$ cat src/rtl/servo_pkg.sv
// Shared definitions for the Bluetooth servo receive path: ASCII codes,
// parser state encoding and the system clock rate used to size timeouts.
package servo_pkg;

    localparam logic [7:0] ASCII_ZERO = 8'h30;
    localparam logic [7:0] ASCII_NINE = 8'h39;
    localparam logic [7:0] ASCII_CR   = 8'h0D;
    localparam logic [7:0] ASCII_LF   = 8'h0A;

    localparam int CLK_FREQ_HZ        = 25_000_000;
    // 100 ms of inter-byte silence abandons a partial command.
    localparam int RX_TIMEOUT_DEFAULT = CLK_FREQ_HZ / 10;

    typedef enum logic [1:0] {
        ST_IDLE    = 2'd0,
        ST_ACCUM   = 2'd1,
        ST_DISCARD = 2'd2
    } parser_state_e;

    function automatic logic is_digit(input logic [7:0] b);
        return (b >= ASCII_ZERO) && (b <= ASCII_NINE);
    endfunction

    function automatic logic is_term(input logic [7:0] b);
        return (b == ASCII_CR) || (b == ASCII_LF);
    endfunction

endpackage

$ cat src/rtl/rx_timeout_timer.sv
// Inter-byte idle timer: counts while enabled, clears on any received byte,
// and pulses for one cycle once TIMEOUT_CYCLES idle cycles have elapsed.
module rx_timeout_timer #(
    parameter int TIMEOUT_CYCLES = 2_500_000
) (
    input  logic i_Clk,
    input  logic i_Rst_L,
    input  logic i_Run,
    input  logic i_Clear,
    output logic o_Expire
);

    localparam int CW = (TIMEOUT_CYCLES > 1) ? $clog2(TIMEOUT_CYCLES) : 1;
    localparam logic [CW-1:0] LAST = CW'(TIMEOUT_CYCLES - 1);

    logic [CW-1:0] r_Cnt_q, r_Cnt_d;

    // A byte in the same cycle as the terminal count suppresses expiry.
    assign o_Expire = i_Run && !i_Clear && (r_Cnt_q == LAST);

    always_comb begin
        r_Cnt_d = r_Cnt_q + 1'b1;
        if (!i_Run || i_Clear || o_Expire) r_Cnt_d = '0;
    end

    always_ff @(posedge i_Clk or negedge i_Rst_L) begin
        if (!i_Rst_L) r_Cnt_q <= '0;
        else          r_Cnt_q <= r_Cnt_d;
    end

endmodule

$ cat src/rtl/ascii_angle_parser.sv
// Turns CR/LF-terminated ASCII decimal commands from the UART into a
// range-checked 8-bit servo angle with one-cycle valid/error strobes.
module ascii_angle_parser
    import servo_pkg::*;
#(
    parameter int MAX_VALUE      = 180,
    parameter int MAX_DIGITS     = 3,
    parameter int TIMEOUT_CYCLES = RX_TIMEOUT_DEFAULT
) (
    input  logic       i_Clk,
    input  logic       i_Rst_L,
    input  logic       i_RX_DV,
    input  logic [7:0] i_RX_Byte,
    output logic [7:0] o_Angle,
    output logic       o_Angle_DV,
    output logic       o_Error,
    output logic       o_Busy
);

    parser_state_e r_State_q, r_State_d;
    logic [9:0]    r_Acc_q, r_Acc_d;
    logic [1:0]    r_Count_q, r_Count_d;
    logic [7:0]    r_Angle_q, r_Angle_d;
    logic          r_DV_q, r_DV_d;
    logic          r_Err_q, r_Err_d;

    logic       w_Digit, w_Term, w_Expire;
    logic [3:0] w_Nib;
    logic [9:0] w_Acc_Next;

    assign w_Digit    = is_digit(i_RX_Byte);
    assign w_Term     = is_term(i_RX_Byte);
    assign w_Nib      = 4'(i_RX_Byte - ASCII_ZERO);
    // Only used while fewer than MAX_DIGITS are held, so at most 999: fits 10 bits.
    assign w_Acc_Next = (r_Acc_q * 10'd10) + {6'd0, w_Nib};

    rx_timeout_timer #(
        .TIMEOUT_CYCLES(TIMEOUT_CYCLES)
    ) u_timeout (
        .i_Clk   (i_Clk),
        .i_Rst_L (i_Rst_L),
        .i_Run   (r_State_q != ST_IDLE),
        .i_Clear (i_RX_DV),
        .o_Expire(w_Expire)
    );

    always_comb begin
        r_State_d = r_State_q;
        r_Acc_d   = r_Acc_q;
        r_Count_d = r_Count_q;
        r_Angle_d = r_Angle_q;
        r_DV_d    = 1'b0;
        r_Err_d   = 1'b0;
        case (r_State_q)
            ST_IDLE: begin
                if (i_RX_DV) begin
                    if (w_Digit) begin
                        r_Acc_d   = {6'd0, w_Nib};
                        r_Count_d = 2'd1;
                        r_State_d = ST_ACCUM;
                    end else if (!w_Term) begin
                        r_Err_d   = 1'b1;
                        r_State_d = ST_DISCARD;
                    end
                end
            end
            ST_ACCUM: begin
                if (i_RX_DV) begin
                    if (w_Digit) begin
                        if (int'(r_Count_q) < MAX_DIGITS) begin
                            r_Acc_d   = w_Acc_Next;
                            r_Count_d = r_Count_q + 2'd1;
                        end else begin
                            r_Err_d   = 1'b1;
                            r_State_d = ST_DISCARD;
                        end
                    end else if (w_Term) begin
                        if (int'(r_Acc_q) <= MAX_VALUE) begin
                            r_Angle_d = r_Acc_q[7:0];
                            r_DV_d    = 1'b1;
                        end else begin
                            r_Err_d   = 1'b1;
                        end
                        r_State_d = ST_IDLE;
                    end else begin
                        r_Err_d   = 1'b1;
                        r_State_d = ST_DISCARD;
                    end
                end else if (w_Expire) begin
                    r_Err_d   = 1'b1;
                    r_State_d = ST_IDLE;
                end
            end
            ST_DISCARD: begin
                // The error was already reported on the offending byte.
                if (i_RX_DV) begin
                    if (w_Term) r_State_d = ST_IDLE;
                end else if (w_Expire) begin
                    r_State_d = ST_IDLE;
                end
            end
            default: r_State_d = ST_IDLE;
        endcase
        if (r_State_d == ST_IDLE) begin
            r_Acc_d   = '0;
            r_Count_d = '0;
        end
    end

    always_ff @(posedge i_Clk or negedge i_Rst_L) begin
        if (!i_Rst_L) begin
            r_State_q <= ST_IDLE;
            r_Acc_q   <= '0;
            r_Count_q <= '0;
            r_Angle_q <= '0;
            r_DV_q    <= 1'b0;
            r_Err_q   <= 1'b0;
        end else begin
            r_State_q <= r_State_d;
            r_Acc_q   <= r_Acc_d;
            r_Count_q <= r_Count_d;
            r_Angle_q <= r_Angle_d;
            r_DV_q    <= r_DV_d;
            r_Err_q   <= r_Err_d;
        end
    end

    assign o_Angle    = r_Angle_q;
    assign o_Angle_DV = r_DV_q;
    assign o_Error    = r_Err_q;
    assign o_Busy     = (r_State_q != ST_IDLE);

endmodule
$ cat config.mk
export PLATFORM = sky130hd
export DESIGN_NAME = ascii_angle_parser
export DESIGN_NICKNAME = d
export VERILOG_FILES = /design/src/rtl/servo_pkg.sv /design/src/rtl/rx_timeout_timer.sv /design/src/rtl/ascii_angle_parser.sv
export SDC_FILE = /design/constraint.sdc
export NUM_CORES = 1
export LEC_CHECK = 0
export BUFFER_PORTS_ARGS = -buffer_cell sky130_fd_sc_hd__buf_2
export CORE_AREA = 3 3 92 94
export DETAILED_ROUTE_END_ITERATION = 7
export DIE_AREA = 0 0 95 97
export PLACE_DENSITY_LB_ADDON = 0.15
export SYNTH_ARGS = -nofsm -noshare
export SYNTH_HDL_FRONTEND = slang
export SYNTH_SLANG_ARGS = --single-unit
export TNS_END_PERCENT = 30
$ cat constraint.sdc
create_clock -name i_Clk -period 5.3 [get_ports i_Clk]
set_clock_uncertainty 0.15 [all_clocks]
set_input_delay 0.265 -clock i_Clk [delete_from_list [all_inputs] [get_ports i_Clk]]
set_output_delay 0.265 -clock i_Clk [all_outputs]
set_load 0.005 [all_outputs]
==> run_results.csv, run 1 <==
group,metric,value,unit
sta,tns,0,ns
layout,area_growth,11.7,%
logic_synthesis,synth_most_common_cell,"dfrtp_1",
clocking,cts_tree,"done",
worst_setup_path,critPathLaunchType,"flop",
detailed_routing,routed_via_density,4.94,
job,maxCapViolCount,0,
hold_path,hold_path.class,"in -> reg",
sta,timing.final.crit_share,54.7,%
logic_synthesis,yosys_register_bits,46,
logic_synthesis,ys_top_cells_by_count,"46 x dfrtp_1, 41 x nor2_1, 19 x nand2_1, 16 x ha_1, 16 x xor2_1",
pwr,p_leak,1.35,nW
floorplan,io_pins,22,
logic_synthesis,synth.cell_area,2660,um2
worst_setup_path,cp.required,5.37,ns
logic_synthesis,synth_area_per_cell,9.89,um2
grt,antenna_found_initial,0,
grt,grt_pass1_vias,1867,
clocking,cts_buffers,5,
floorplan,die_x,95,um
outcome,status,"completed",
grt,grt_max_degree,47,
floorplan,initial_utilization,34.4,%
hold_path,whs_path_depth,3,
worst_setup_path,crit_top_cell,"ha_1",
detailed_routing,firstDrtPassIters,4,
clocking,cts_setup_buffers,0,
grt,grtUsageTotal,13.2,%
floorplan,coreArea,7730,um2
grt,grt.overflow.total,0,
sta,timing.fmax,345,MHz
sta,drv_slew,0,
detailed_routing,drtIter0Drc,46,
floorplan,die-area,9220,um2
sta,fin_crit,2.90,ns
detailed_routing,wire_per_inst,14.2,um
placed_design,dp_hpwl,4010,um
placed_design,dp_cells,388,
logic_synthesis,synthArstFlopShare,100,%
layout,drive_gt1_share,14.9,%
placed_design,place_congestion,0.803,
detailed_routing,drcViolationCount,0,
logic_synthesis,syn_inst,269,
layout,fillCellCount,777,
logic_synthesis,synth_cell_types,49,
worst_setup_path,cp-end-kind,"flop",
worst_setup_path,worstRegToRegCells,9,
clocking,clock_path_buffers,2,
clocking,clock-root-buffer,"clkbuf_8",
logic_synthesis,yosys.area.top_type_share,43.3,%
pwr,peakVddDrop,0.0848,mV
detailed_routing,ant_nets,0,
layout,num-nets-final,323,
floorplan,die_h,97,um
sta,relSlewSlack,28.2,%
grt,grt_pass1_wl,9620,um
pwr,power,0.653,mW
layout,multi_input_area,1430,um2
worst_setup_path,ff2ff_setup_slack,2.40,ns
worst_setup_path,worst-setup-path-type,"reg -> reg",
logic_synthesis,synthFlopType,"dfrtp_1",
sta,worst_pin_slew,1.07,ns
worst_setup_path,reg2reg_from,"r_Acc_q[1]$_DFFE_PN0P_",
logic_synthesis,synth-edff-count,0,
worst_setup_path,slowest_stage,"dfrtp_1",
logic_synthesis,yosys.area.top_type,"dfrtp_1",
worst_setup_path,critical_path.cell_chain,"ha_1 > ha_1 > inv_1 > fa_1 > xor2_1 > or3_1 > nor3_1 > xnor3_1 > o22ai_1",
layout,antenna_cells,0,
layout,final_cells,397,
layout,seqCellArea,1150,um2
logic_synthesis,yosysSeqAreaShare,43.3,%
clocking,clock-sinks,46,
sta,finalSetupViolCount,0,
detailed_routing,wl,5640,um
logic_synthesis,synthTopCellsByArea,"dfrtp_1 43%, ha_1 7.5%, nor2_1 5.8%",
worst_setup_path,critPathMaxStageDelay,0.44,ns
hold_path,min_from,"i_RX_Byte[0]",
worst_setup_path,cp.arrival,2.97,ns
clocking,clkTransAtPathRegs,0.08,ns
clocking,clock_latency,0.29,ns
detailed_routing,vias,1960,
sta,hold_viol,0,
pwr,powerDensity,220,nW/um2
worst_setup_path,r2r-end,"r_Acc_q[9]$_DFFE_PN0P_",
layout,utilization,38.5,%
floorplan,rows,32,
clocking,htree_levels,2,
sta,rsz0062_at_grt,"false",
placed_design,port_buffers,21,
worst_setup_path,cp-startpoint,"r_Acc_q[1]$_DFFE_PN0P_",
logic_synthesis,yosys_warnings,0,
worst_setup_path,path_max_fanout,6,
logic_synthesis,syn_nets,298,
hold_path,worstHoldEndpoint,"r_Acc_q[0]$_DFFE_PN0P_",
[how the worst max path moves through the flow]
stage,end,depth (start not counted),slack (ns)
detailed placement,r_Acc_q[9]$_DFFE_PN0P_,9,2.44
finish,r_Acc_q[9]$_DFFE_PN0P_,9,2.40
global placement,r_Acc_q[9]$_DFFE_PN0P_,9,2.48
global route,r_Acc_q[9]$_DFFE_PN0P_,9,2.27
CTS,r_Acc_q[9]$_DFFE_PN0P_,9,2.38
floorplan,r_Acc_q[9]$_DFFE_PN0P_,9,2.59
[where the power goes]
group	total [mW]	internal [mW]	switching, mW
clock network	0.223	0.105	0.117
logic	0.0626	0.0212	0.0414
registers	0.368	0.358	0.0100
total	0.653	0.484	0.169
[cell usage in the layout (no fill, tap or decap), types with 4 or more instances in the layout]
cell type,count
or3_1,4
nor2b_1,4
nand3_1,9
inv_1,12
ha_1,16
clkbuf_8,6
dfrtp_1,46
nand4_1,7
a21oi_1,13
a22oi_1,5
mux2_2,8
nand2_1,19
and3_1,4
xnor2_1,11
nor2_1,41
buf_2,21
nor3_1,5
xor2_1,16
o21ai_0,6
[metal layers]
metal | share of wire, % | global-route usage (%)
met3 | 3.2 | 2.33
met1 | 50 | 20.2
met4 | 1.3 | 3.66
met2 | 45 | 18.8
met5 | 0 | 0
[cells by family after synthesis]
group,Yosys count,share of synthesized area (%)
compound gates,40,9.93
mux,9,3.76
simple gates,111,21.4
xor+xnor,28,9.74
fa+ha+maj,18,9.03
buf+inv,17,2.82
flops,46,43.3
[registers in the layout, summed over array words and instances (netlist names)]
name and flops:
r_State_q 2, o_Angle_DV 1, o_Angle 8, o_Error 1
u_timeout.r_Cnt_q 22, r_Count_q 2, r_Acc_q 10
[metrics by stage]
| stage | cell area (um2) | hold WS, ns | setup slack [ns] |
|---|---|---|---|
| 2_1_floorplan | 2660 | -0.181 | 2.59 |
| 3_3_place_gp | 2870 | 0.256 | 2.48 |
| 3_5_place_dp | 2870 | 0.254 | 2.44 |
| 4_1_cts | 2970 | 0.0562 | 2.38 |
| 5_1_grt | 2970 | 0.0923 | 2.27 |
| 6_report | 2970 | 0.0693 | 2.40 |
[worst max-delay path, delay by kind of cell (launching register included)]
kind                     cells  cell delay, ns
adder cells (fa/ha/maj)      3            0.87
AND/OR/NAND/NOR              2            0.56
AO/OA/AOI/OAI                1            0.15
flip-flops                   1            0.44
buffers and inverters        1            0.06
XOR/XNOR                     2            0.60
[layout make-up]
type / count / share of cell area [%]
Inverter: 12 / 1.52
Sequential cell: 46 / 38.7
Tap cell: 102 / 4.29
Clock inverter: 1 / 0.168
Multi-Input combinational cell: 206 / 48.3
Timing Repair Buffer: 23 / 4.13
Clock buffer: 7 / 2.91
[what timing repair did]
action / in CTS / in global routing
resized for setup: 0 / 0
hold endpoints to repair: 46 / 0
hold buffers: 1 / 0
Note: power is estimated with default switching activity, not from simulation.
==> run 2, diff against run 1 <==
Clock period 5.3 ns to 2.75 ns, I/O delays scaled along.
==> run_results.csv, run 2 (same netlist as run 1, synthesis figures left out) <==
group,metric,value,unit
pwr,clockPowerShare,37.7,%
detailed_routing,wire_per_inst,14.1,um
placed_design,port_buffers,21,
sta,relSlewSlack,30.8,%
floorplan,rows,32,
layout,antenna_cells,0,
sta,timing.final.crit_share,93.7,%
detailed_routing,ant_nets,0,
floorplan,die_h,97,um
clocking,cts_setup_buffers,0,
placed_design,place_congestion,0.813,
detailed_routing,routed_via_density,4.94,
worst_setup_path,cp.arrival,2.65,ns
sta,timing.fmax,388,MHz
detailed_routing,firstDrtPassIters,4,
pwr,combPwrFrac,9.7,%
grt,grt_pass1_vias,2032,
layout,drive_gt1_share,19.9,%
floorplan,coreArea,7730,um2
clocking,cts_buffers,5,
outcome,status,"completed",
worst_setup_path,cp-end-kind,"flop",
layout,area_growth,17.1,%
pwr,power,1.34,mW
pwr,switching_share,25.2,%
sta,finalSetupViolCount,0,
sta,hold_viol,0,
sta,fin_crit,2.58,ns
worst_setup_path,path_max_fanout,5,
pwr,p_int,1.00,mW
grt,grt_pass1_wl,9940,um
worst_setup_path,ff2ff_setup_slack,0.17,ns
layout,largest_register_ffs,22,
hold_path,min_from,"i_RX_Byte[1]",
clocking,cts_tree,"done",
clocking,clock_latency,0.30,ns
pwr,seqPwrFrac,52.6,%
detailed_routing,vias,2019,
sta,worst_pin_slew,1.04,ns
placed_design,dp_hpwl,4190,um
grt,grtUsageTotal,13.5,%
layout,num-nets-final,335,
worst_setup_path,cp.required,2.83,ns
pwr,p_sw,0.339,mW
detailed_routing,drtIter0Drc,83,
layout,largest-register,"u_timeout.r_Cnt_q",
worst_setup_path,worstRegToRegCells,8,
floorplan,die_x,95,um
pwr,p_leak,1.42,nW
worst_setup_path,reg2reg_from,"r_Acc_q[2]$_DFFE_PN0P_",
pwr,powerDensity,432,nW/um2
layout,mostFrequentLayoutCell,"dfrtp_1",
worst_setup_path,cp-startpoint,"r_Acc_q[2]$_DFFE_PN0P_",
sta,hold_slack,0.0939,ns
floorplan,initial_utilization,34.4,%
grt,grt_max_degree,47,
floorplan,die-area,9220,um2
grt,grt_util_met2,21.2,%
clocking,htree_levels,2,
detailed_routing,wl,5790,um
hold_path,hold_path.class,"in -> reg",
worst_setup_path,worst-setup-path-type,"reg -> reg",
sta,drv_slew,0,
grt,busiest_layer,"met2",
grt,grt_use_met3,2.64,%
clocking,clock_path_buffers,2,
hold_path,whs_path_depth,3,
layout,utilization,40.3,%
worst_setup_path,critPathLaunchType,"flop",
clocking,clock-root-buffer,"clkbuf_8",
floorplan,io_pins,22,
detailed_routing,drcViolationCount,0,
worst_setup_path,crit_end,"r_Acc_q[9]$_DFFE_PN0P_",
job,maxCapViolCount,0,
pwr,peakVddDrop,0.177,mV
clocking,clock-sinks,46,
grt,met1_usage,18.5,%
layout,most-common-layout-cells,"46 x dfrtp_1, 41 x nor2_1, 21 x buf_2, 19 x nand2_1",
grt,antenna_found_initial,0,
grt,grt.overflow.total,0,
worst_setup_path,r2r-end,"r_Acc_q[9]$_DFFE_PN0P_",
clocking,clkTransAtPathRegs,0.09,ns
[run 2: changes by cell type in the layout (fill, tap and decap cells not counted), moves of 2 or more]
cell | before | now
buf_4 | 1 | 11
dlygate4sd3_1 | 1 | 3
nor3b_2 | 0 | 2
nor3b_1 | 2 | 0
[run 2: worst min path at each step]
stage,to,slack (ns)
finish,r_Acc_q[1]$_DFFE_PN0P_,0.09
global route,o_Error$_DFF_PN0_,0.10
CTS,r_Acc_q[1]$_DFFE_PN0P_,0.09
detailed placement,o_Angle_DV$_DFF_PN0_,0.25
global placement,o_Angle[6]$_DFFE_PN0P_,0.24
floorplan,o_Angle[0]$_DFFE_PN0P_,-0.31
[run 2: layout make-up]
type / count / area (um2)
Fill cell: 787 / 4610
Multi-Input combinational cell: 206 / 1460
Sequential cell: 46 / 1150
Timing Repair Buffer: 35 / 218
Tap cell: 102 / 128
Clock buffer: 5 / 68.8
Inverter: 12 / 45.0
Clock inverter: 3 / 40.0
[run 2: repair_timing]
action / in CTS / in global routing
hold buffers: 3 / 0
resized for setup: 1 / 5
pin swaps: 0 / 1
endpoints found under the hold margin: 48 / 0
endpoints found under the setup margin: 1 / 2
[run 2: routing by layer]
layer | share of wire [%] | routed length (um) | vias to the layer above
met5 | 0 | 0 | -
met4 | 1.5 | 89 | 0
li1 | - | - | 1010
met2 | 46 | 2680 | 28
met3 | 2.9 | 166 | 8
met1 | 49 | 2850 | 973
[run 2: worst max-delay path: stages, from the launching register on]
cell and delay (ns):
dfrtp_1 0.44, ha_1 0.34, ha_1 0.30, a21o_1 0.16
a21oi_1 0.27, o21bai_1 0.10, a21oi_1 0.18, xnor3_1 0.41
o22ai_1 0.15
[run 2: power groups by stage]
| stage | Combinational [mW] | Clock [mW] | Sequential (mW) |
|---|---|---|---|
| after floorplan | 0.0858 | 0 | 0.711 |
| after global routing | 0.150 | 0.555 | 0.711 |
| after global placement | 0.129 | 0 | 0.721 |
| after detailed placement | 0.130 | 0 | 0.722 |
| after CTS | 0.134 | 0.526 | 0.708 |
| final | 0.130 | 0.507 | 0.708 |
[run 2: per-stage QoR]
stage | worst slack [ns] | setup TNS (ns) | cells | area, um2
6_report | 0.172 | 0 | 409 | 3110
5_1_grt | -0.00337 | -0.00337 | 409 | 3110
4_1_cts | 0.0109 | 0 | 409 | 3090
3_5_place_dp | 0.0128 | 0 | 398 | 2950
3_3_place_gp | 0.0482 | 0 | 398 | 2950
2_1_floorplan | 0.0450 | 0 | 269 | 2660
==> run 3, diff against run 2 <==
Settings changed: CORE_AREA 3 3 92 94 to 2 2 91 93, DIE_AREA 0 0 95 97 to 0 0 93 95.
==> run_results.csv, run 3 (same netlist as run 1, synthesis figures left out) <==
group,metric,value,unit
clocking,cts_tree,"done",
sta,finalSetupViolCount,0,
grt,grt_use_met3,2.15,%
layout,num-nets-final,336,
pwr,power,1.34,mW
clocking,cts_buffers,5,
sta,tns,0,ns
worst_setup_path,critPathLaunchType,"flop",
sta,timing.fmax,383,MHz
layout,utilization,39.3,%
grt,met1_usage,19.4,%
layout,final_cells,413,
floorplan,initial_utilization,33.6,%
placed_design,dp_cells,402,
layout,area_growth,17.0,%
clocking,clkTransAtPathRegs,0.08,ns
layout,antenna_cells,0,
layout,largest_register_ffs,22,
pwr,p_leak,1.42,nW
floorplan,die_x,93,um
grt,grt_pass1_vias,2074,
worst_setup_path,critPathMaxStageDelay,0.40,ns
worst_setup_path,cp.required,2.78,ns
layout,mostFrequentLayoutCell,"dfrtp_1",
worst_setup_path,worst-setup-path-type,"reg -> reg",
detailed_routing,wire_per_inst,13.6,um
floorplan,die-area,8840,um2
grt,grt_max_degree,33,
floorplan,io_pins,22,
worst_setup_path,slowest_stage,"fa_1",
detailed_routing,vias,2003,
floorplan,rows,33,
sta,drv_slew,0,
worst_setup_path,path_max_fanout,2,
placed_design,dp_hpwl,4190,um
grt,antenna_found_initial,0,
detailed_routing,firstDrtPassIters,4,
clocking,clock_path_buffers,2,
clocking,htree_levels,2,
layout,drive_gt1_share,19.5,%
layout,largest-register,"u_timeout.r_Cnt_q",
clocking,cts_setup_buffers,0,
pwr,powerDensity,431,nW/um2
hold_path,hold_path.class,"in -> reg",
placed_design,port_buffers,21,
sta,hold_viol,0,
detailed_routing,drcViolationCount,0,
worst_setup_path,critical_path.cell_chain,"ha_1 > ha_1 > inv_1 > fa_1 > xor2_1 > or3_1 > buf_4 > xor2_1 > a22oi_1 > nor2_1",
sta,worst_slack,0.140,ns
placed_design,pre_cts_ws,0.000699,ns
detailed_routing,routed_via_density,4.85,
grt,grt_pass1_wl,10100,um
sta,relSlewSlack,53.6,%
worst_setup_path,cp_top_family,"adder cells",
worst_setup_path,cp-end-kind,"flop",
detailed_routing,ant_nets,0,
grt,busiest_layer,"met2",
worst_setup_path,cp.arrival,2.64,ns
clocking,clock-root-buffer,"clkbuf_8",
outcome,status,"completed",
sta,worst_pin_slew,0.690,ns
floorplan,coreArea,7930,um2
floorplan,die_h,95,um
sta,fin_crit,2.61,ns
grt,grt.overflow.total,0,
detailed_routing,drtIter0Drc,67,
sta,timing.final.crit_share,94.9,%
worst_setup_path,path_buf_inv,2,
clocking,clock_latency,0.30,ns
job,maxCapViolCount,0,
grt,grtUsageTotal,14.5,%
placed_design,place_congestion,0.784,
grt,grt_util_met2,24.2,%
pwr,peakVddDrop,0.162,mV
clocking,clock-sinks,46,
layout,most-common-layout-cells,"45 x dfrtp_1, 41 x nor2_1, 21 x buf_2, 19 x nand2_1",
detailed_routing,wl,5630,um
[run 3: changes by cell type in the layout (fill, tap and decap cells not counted), sizes merged]
cell / before / now
buf: 32 / 33
[run 3: final timing paths]
check                                             from  slack [ns]  cells after the start                      to
worst max-delay path            r_Acc_q[1]$_DFFE_PN0P_        0.14                     10  r_Acc_q[7]$_DFFE_PN0P_
worst min register to register  o_Angle[4]$_DFFE_PN0P_        0.35                      1  o_Angle[4]$_DFFE_PN0P_
min in group asynchronous                      i_Rst_L        0.13                      2  o_Angle[6]$_DFFE_PN0P_
max in group asynchronous                      i_Rst_L        1.59                      3  o_Angle[1]$_DFFE_PN0P_
worst min-delay path                      i_RX_Byte[1]         0.1                      3  r_Acc_q[1]$_DFFE_PN0P_
worst max register to register  r_Acc_q[1]$_DFFE_PN0P_        0.14                     10  r_Acc_q[7]$_DFFE_PN0P_
[run 3: final cells by class]
| type | instances | area [um2] |
|---|---|---|
| fill | 814 | 4820 |
| multi-input combinational | 206 | 1450 |
| sequential | 46 | 1150 |
| timing repair buffer | 36 | 225 |
| tap | 105 | 131 |
| clock buffer | 5 | 68.8 |
| inverter | 12 | 45.0 |
| clock inverter | 3 | 40.0 |
[run 3: power by group]
group	switching [mW]	internal [mW]	leakage [nW]
registers	0.0198	0.689	0.636
logic	0.0826	0.0482	0.723
clock network	0.234	0.268	0.0579
[run 3: tightest hold or removal path, cell delays in order]
cell	delay [ns]
buf_2	0.13
mux2i_1	0.13
a211oi_1	0.10
[run 3: through the flow]
step,hold WS (ns),instance area [um2]
2_1_floorplan,-0.308,2660
3_3_place_gp,-0.0833,2960
3_5_place_dp,-0.0812,2960
4_1_cts,0.0903,3100
5_1_grt,0.103,3110
6_report,0.0960,3110
[run 3: timing repair]
action                                 in CTS  in global routing
hold buffers                                3                  0
pin swaps                                   1                  0
endpoints found under the hold margin      16                  0
resized for setup                           1                  3
setup endpoints to repair                   1                  3
[run 3: layer usage]
layer | vias up | routed length, um | share of wire (%)
li1 | 1016 | - | -
met1 | 962 | 2880 | 51
met2 | 23 | 2590 | 46
met3 | 2 | 110 | 2.0
met4 | 0 | 47 | 0.83
met5 | - | 0 | 0
